--- config.mk ---
export PLATFORM = sky130hd
export DESIGN_NAME = cpu_axi_master
export DESIGN_NICKNAME = d
export VERILOG_FILES = /design/src/rtl/cpu_axi_master.sv
export SDC_FILE = /design/constraint.sdc
export NUM_CORES = 1
export LEC_CHECK = 0
export CAP_MARGIN = 40
export CORE_AREA = 5 5 116 118
export CTS_BUF_LIST = sky130_fd_sc_hd__clkbuf_8
export CTS_CLUSTER_SIZE = 20
export DETAILED_ROUTE_END_ITERATION = 12
export DIE_AREA = 0 0 121 123
export PLACE_DENSITY_LB_ADDON = 0.08
export SLEW_MARGIN = 20
export SYNTH_ARGS = -nofsm -noshare
export SYNTH_HDL_FRONTEND = slang
export SYNTH_SLANG_ARGS = --single-unit
--- constraint.sdc ---
create_clock -name clk -period 1.8 [get_ports clk]
set_input_delay 0.36 -clock clk [delete_from_list [all_inputs] [get_ports clk]]
set_output_delay 0.36 -clock clk [all_outputs]
set_load 0.005 [all_outputs]
--- src/rtl/cpu_axi_master.sv ---
// Single-beat AXI master that turns one CPU read/write request into one AXI transaction.
// Define AXI_MASTER_RESPCHK_EN to enable the sticky err flag on bad response code or ID.
`timescale 1ns/1ps

`ifndef AXI_ID_BITS
`define AXI_ID_BITS 4
`endif
`ifndef AXI_LEN_BITS
`define AXI_LEN_BITS 8
`endif
`ifndef AXI_SIZE_BITS
`define AXI_SIZE_BITS 3
`endif
`ifndef AXI_STRB_BITS
`define AXI_STRB_BITS 4
`endif

module cpu_axi_master #(
    parameter logic [`AXI_ID_BITS-1:0] MASTER_ID = 4'd0
) (
    input  logic                       clk,
    input  logic                       rst,
    input  logic                       req,
    input  logic                       we,
    input  logic [31:0]                addr,
    input  logic [31:0]                wdata,
    input  logic [3:0]                 wstrb,
    output logic [31:0]                rdata,
    output logic                       busy,
    output logic                       done,
    output logic                       err,
    output logic [`AXI_ID_BITS-1:0]    ARID,
    output logic [31:0]                ARADDR,
    output logic [`AXI_LEN_BITS-1:0]   ARLEN,
    output logic [`AXI_SIZE_BITS-1:0]  ARSIZE,
    output logic [1:0]                 ARBURST,
    output logic                       ARVALID,
    input  logic                       ARREADY,
    output logic [`AXI_ID_BITS-1:0]    AWID,
    output logic [31:0]                AWADDR,
    output logic [`AXI_LEN_BITS-1:0]   AWLEN,
    output logic [`AXI_SIZE_BITS-1:0]  AWSIZE,
    output logic [1:0]                 AWBURST,
    output logic                       AWVALID,
    input  logic                       AWREADY,
    output logic [31:0]                WDATA,
    output logic [`AXI_STRB_BITS-1:0]  WSTRB,
    output logic                       WLAST,
    output logic                       WVALID,
    input  logic                       WREADY,
    input  logic [`AXI_ID_BITS-1:0]    RID,
    input  logic [31:0]                RDATA,
    input  logic [1:0]                 RRESP,
    input  logic                       RLAST,
    input  logic                       RVALID,
    output logic                       RREADY,
    input  logic [`AXI_ID_BITS-1:0]    BID,
    input  logic [1:0]                 BRESP,
    input  logic                       BVALID,
    output logic                       BREADY
);

    // ST_ prefix keeps the RDATA state name clear of the RDATA port.
    typedef enum logic [2:0] {
        ST_IDLE,
        ST_RADDR,
        ST_RDATA,
        ST_WADDR,
        ST_WRESP
    } state_t;

    localparam logic [`AXI_SIZE_BITS-1:0] SIZE_WORD = 3'b010;

    state_t                     state_reg, state_next;
    logic [31:0]                addr_reg, addr_next;
    logic [31:0]                wdata_reg, wdata_next;
    logic [`AXI_STRB_BITS-1:0]  wstrb_reg, wstrb_next;
    logic [31:0]                rdata_reg, rdata_next;
    logic                       done_reg, done_next;
    logic                       aw_done_reg, aw_done_next;
    logic                       w_done_reg, w_done_next;

    always_ff @(posedge clk) begin
        if (rst) begin
            state_reg   <= ST_IDLE;
            addr_reg    <= '0;
            wdata_reg   <= '0;
            wstrb_reg   <= '0;
            rdata_reg   <= '0;
            done_reg    <= 1'b0;
            aw_done_reg <= 1'b0;
            w_done_reg  <= 1'b0;
        end else begin
            state_reg   <= state_next;
            addr_reg    <= addr_next;
            wdata_reg   <= wdata_next;
            wstrb_reg   <= wstrb_next;
            rdata_reg   <= rdata_next;
            done_reg    <= done_next;
            aw_done_reg <= aw_done_next;
            w_done_reg  <= w_done_next;
        end
    end

    always_comb begin
        state_next   = state_reg;
        addr_next    = addr_reg;
        wdata_next   = wdata_reg;
        wstrb_next   = wstrb_reg;
        rdata_next   = rdata_reg;
        done_next    = 1'b0;
        aw_done_next = aw_done_reg;
        w_done_next  = w_done_reg;
        case (state_reg)
            ST_IDLE: begin
                aw_done_next = 1'b0;
                w_done_next  = 1'b0;
                if (req) begin
                    addr_next  = addr;
                    wdata_next = wdata;
                    wstrb_next = wstrb;
                    state_next = we ? ST_WADDR : ST_RADDR;
                end
            end
            ST_RADDR: begin
                if (ARREADY) state_next = ST_RDATA;
            end
            ST_RDATA: begin
                if (RVALID) begin
                    rdata_next = RDATA;
                    done_next  = 1'b1;
                    state_next = ST_IDLE;
                end
            end
            ST_WADDR: begin
                // AW and W complete independently; leave once both have handshaken.
                if (AWREADY) aw_done_next = 1'b1;
                if (WREADY)  w_done_next  = 1'b1;
                if (aw_done_next && w_done_next) state_next = ST_WRESP;
            end
            ST_WRESP: begin
                if (BVALID) begin
                    done_next  = 1'b1;
                    state_next = ST_IDLE;
                end
            end
            default: state_next = ST_IDLE;
        endcase
    end

    assign ARID    = MASTER_ID;
    assign AWID    = MASTER_ID;
    assign ARADDR  = addr_reg;
    assign AWADDR  = addr_reg;
    assign ARLEN   = '0;
    assign AWLEN   = '0;
    assign ARSIZE  = SIZE_WORD;
    assign AWSIZE  = SIZE_WORD;
    assign ARBURST = 2'b01;
    assign AWBURST = 2'b01;
    assign ARVALID = (state_reg == ST_RADDR);
    assign AWVALID = (state_reg == ST_WADDR) && !aw_done_reg;
    assign WVALID  = (state_reg == ST_WADDR) && !w_done_reg;
    assign WLAST   = WVALID;
    assign WDATA   = wdata_reg;
    assign WSTRB   = wstrb_reg;
    assign RREADY  = (state_reg == ST_RDATA);
    assign BREADY  = (state_reg == ST_WRESP);
    assign busy    = (state_reg != ST_IDLE);
    assign done    = done_reg;
    assign rdata   = rdata_reg;

`ifdef AXI_MASTER_RESPCHK_EN
    logic err_reg;
    logic resp_bad;
    logic unused_rlast;

    always_comb begin
        resp_bad = 1'b0;
        if (state_reg == ST_RDATA && RVALID)
            resp_bad = (RRESP != 2'b00) || (RID != MASTER_ID);
        else if (state_reg == ST_WRESP && BVALID)
            resp_bad = (BRESP != 2'b00) || (BID != MASTER_ID);
    end

    always_ff @(posedge clk) begin
        if (rst) err_reg <= 1'b0;
        else     err_reg <= err_reg | resp_bad;
    end

    assign err          = err_reg;
    assign unused_rlast = RLAST;
`else
    logic unused_resp;
    assign err         = 1'b0;
    assign unused_resp = ^{RRESP, BRESP, RID, BID, RLAST};
`endif

endmodule

# == Yosys cells after proc, flatten, opt, wreduce, memory -nomap -nowiden ==
# Cells that the tools add are included.
# op_classes
reduce_logical,11
eq_ne,9
muxes,16
# op_table
op,count
two-way mux 3 bit,5
case mux 3 bit (5 select lines),1
"inequality test 2 bit, second input constant",4
"equality test 3 x 2 -> 1 bit, second input constant",2
two-way mux 1 bit,6
case mux 1 bit (2 select lines),3
AND reduction 5 bit,1
AND reduction 2 bit,2
"equality test 3 x 1 -> 1 bit, second input constant",1
"equality test 3 bit, second input constant",1
logical AND 1 bit,3
zero test 3 bit,1
nonzero test 3 bit,1
zero test 1 bit,2
two-way mux 2 bit,1
"inequality test 2 x 1 -> 1 bit, second input constant",1
nonzero test 2 bit,1
# totals
inputBits,122
ff_bits,106
elab_cells,44

# == Longest topological paths before layout ==
# logic_depth
ltp_word,5
mapped_depth,7

# == Worst setup path before layout ==
# OpenSTA, ideal clock, no wires.
# synth_path
path_type,register -> register
start,register state_reg[0]
end,register addr_reg[0] (netlist: ARADDR[0])
t_required_ps,1668
stages_incl_launch_ff,8
path_slack_ps,299
t_arrival_ps,1369
path_cell_list,dfxtp_1 > buf_2 > or4b_1 > buf_2 > buf_6 > buf_6 > nand2_1 > a21oi_1
# synth_between
elab_chain_cells,2
# synth_lines
element,line_no,source
start: declaration,74,"state_t state_reg, state_next;"
start signal: assignment,94,state_reg <= state_next;
zero test 3 bit,114,case (state_reg)
AND reduction 2 bit (no source line),-,
end signal: assignment,95,addr_reg <= addr_next;
end: declaration,75,"logic [31:0] addr_reg, addr_next;"
# No other way between the ends.
# A chain may end at the register's enable or synchronous reset.

# == Worst setup path after layout ==
# layout_path
start,register state_reg[1]
end,output port busy
# layout_between
elab_chain_cells,1
# layout_lines
element,line_no,source
nonzero test 3 bit,169,assign busy = (state_reg != ST_IDLE);
end: declaration,29,"output logic busy,"
# No other way between the ends.

==> metrics.cfg <==
[status]
status = finished clean

[synth]
synth_edf_count = 0
synthArstFlopShare_pct = 0
synth_top_cell_by_area = dfxtp_1
synthTopCellsByArea = dfxtp_1 (49%), nand2_1 (17%), buf_4 (12%)
netlist_instances = 551
ys_seq_area_share_pct = 49.12
ys_ff_latch = 106
synthTopCellsByCount = nand2_1 (201), dfxtp_1 (106), a21oi_1 (104), buf_4 (70), clkbuf_1 (24)
synth_top_area_share_pct = 49.12
yosysWarnings = 0
syn_area_per_cell_um2 = 7.841
synth-main-ff-cell = dfxtp_1
yosysUniqueCellTypes = 26
netlist_area_mm2 = 0.004320
synthMostInstantiatedCell = nand2_1

[global_route]
grt_pass1_vias = 3855
grt_overflow = 0
grt_max_degree = 43
grt_pass1_wl_mm = 19.82
grt.total_usage_pct = 16.77
grt_antenna_before_repair = 0

[critical_path]
cp-end-kind = output pin
ff2ff_path_depth = 6
cp_top_family = flip-flops
crit_arrival_ns = 1.35
critical_path_buf_inv_count = 2
worstReg2RegEnd = ARADDR[20]$_SDFFE_PP0P_
endpoint = busy
cp-start-kind = flip-flop
critPathSlowestCell = dfxtp_4
cp_slowest_stage_delay_ns = 0.39
crit_chain = buf_4 > or3_1 > buf_2
crit_type = reg2out
worst-path-stages = 3
rr_startpoint = state_reg[0]$_SDFFE_PP0P_
crit_required_ns = 1.44
cp_max_fo = 8
startpoint = state_reg[1]$_SDFFE_PP0P_
r2r_slack_ns = 0.19

[sta]
rsz0062_at_grt = no
fin_crit_sh_pct = 95.08
hold_violations = 0
fin_skew_ns = 0.009262
max_freq_mhz = 584.3
setup_violations = 0
drv_slew = 0
fin_crit_ns = 1.711

[power_and_ir_drop]
fin_total_pwr_mw = 5.290
pwr_density_cell_mw_per_mm2 = 762.3
leakagePower_nw = 2.603
vdd_drop_max_uv = 333.2

[route]
wl_per_cell_um = 14.46
final_antenna_net_count = 0
wl_mm = 13.55
drc = 0
first_pass_iters = 4
vias_per_cell = 4.406
drtIter0Drc = 213
vias = 4128

[placed_design]
post-dp-hpwl_mm = 10.18
gp_congestion = 0.7347
io_buffers = 248
place_inst = 917

[clocking]
clk_pin_slew_ns = 0.10
holdBufCountCts = 0
cts_tree = yes
cts-root-buf = clkbuf_8
clk_latency_ns = 0.36
htree_levels = 3
numCtsBuffers = 9
clk_path_buf_depth = 2
cts.sinks = 106

[layout]
multi_input_area_mm2 = 0.001668
nNetsFinal = 882
syn_to_final_growth_pct = 60.61
antenna_cells = 0
drive_gt1_share_pct = 6.928
fillers = 1154
seq_area_mm2 = 0.002131
instances_no_fill = 937
post-route-util_pct = 56.13

[floorplanning]
dieWidth_um = 121
die_h_um = 123
core_mm2 = 0.01236
dieArea_mm2 = 0.01488
row_count = 41
start_util_pct = 34.95
boundaryPins = 297

[run]
max_cap_viol_count = 0

[hold_path]
min_path_type = in2reg

layout make-up:
type,count,share of cell area (%)
repair buffers,272,39.31
clock buffers,11,2.182
multi-input cells,371,24.04
well taps,172,3.101
flip-flops and latches,106,30.71
clock inverters,5,0.6671
cells by family after synthesis:
group | synth area share (%)
other | 0.1738
and+or+nand+nor | 21.11
DFF | 49.12
AOI/OAI and AO/OA | 13.41
buffers and inverters | 16.19
worst min-delay path by stage:
stage | startpoint | to | slack, ns | cells past startpoint
floorplan | WDATA[0]$_SDFFE_PP0P_ | WDATA[0]$_SDFFE_PP0P_ | 0.45 | 2
global placement | rdata[6]$_SDFFE_PP0P_ | rdata[6]$_SDFFE_PP0P_ | 0.44 | 2
detailed placement | WDATA[31]$_SDFFE_PP0P_ | WDATA[31]$_SDFFE_PP0P_ | 0.45 | 2
CTS | rst | done$_SDFF_PP0_ | 0.37 | 2
global route | rst | ARADDR[19]$_SDFFE_PP0P_ | 0.40 | 2
finish | rst | done$_SDFF_PP0_ | 0.40 | 2
layout by cell type, fill, tap and decap left out, types with 2 or more instances in the layout:
master           synthesis  layout
clkdlybuf4s50_1          0     240
nand2_1                201     201
a21oi_1                104     104
dfxtp_1                106     103
conb_1                   2      35
buf_4                   70      16
clkbuf_8                 0      11
buf_12                   0       7
nand2b_1                 5       5
o21ai_0                  4       4
buf_2                   10       4
nor2_1                   4       3
inv_1                    0       3
nor3b_2                  0       2
and3b_1                  2       2
dlygate4sd2_1            0       2
buf_6                    3       2
dfxtp_4                  0       2
routing by layer:
layer	share of wire, %	wire, µm	up-vias	GRT usage, %
met3	11	1463	14	7.457
met4	1.6	215	0	6.232
met5	0	0	-	0
met1	39	5268	1873	18.72
li1	-	-	2069	-
met2	49	6599	172	28.31
power by group:
| part | total [mW] | internal, mW | switching, mW | leakage (nW) |
|---|---|---|---|---|
| Clock | 1.48 | 0.705 | 0.774 | 0.113 |
| Combinational | 1.22 | 0.740 | 0.480 | 1.62 |
| Sequential | 2.59 | 2.49 | 0.0977 | 0.867 |
| Total | 5.29 | 3.94 | 1.35 | 2.60 |
timing repair:
item                                    CTS  global route
resized for setup                        28             8
setup buffers                             5             0
pin swaps                                 1             1
endpoints found under the setup margin    7            73
stage by stage:
| stage | instance area [µm²] | setup TNS [ns] | hold WS, ns | setup WS (ns) |
|---|---|---|---|---|
| finish | 6939 | 0 | 0.3988 | 0.08854 |
| detailed placement | 6701 | -13.66 | 0.4472 | -0.2284 |
| CTS | 6944 | -0.04570 | 0.3691 | -0.02384 |
| global placement | 6701 | -12.78 | 0.4412 | -0.2023 |
| floorplan | 4444 | 0 | 0.4527 | 0.2991 |
| global route | 6939 | 0 | 0.3999 | 0.007015 |
Power figures use the tool's default switching activity.
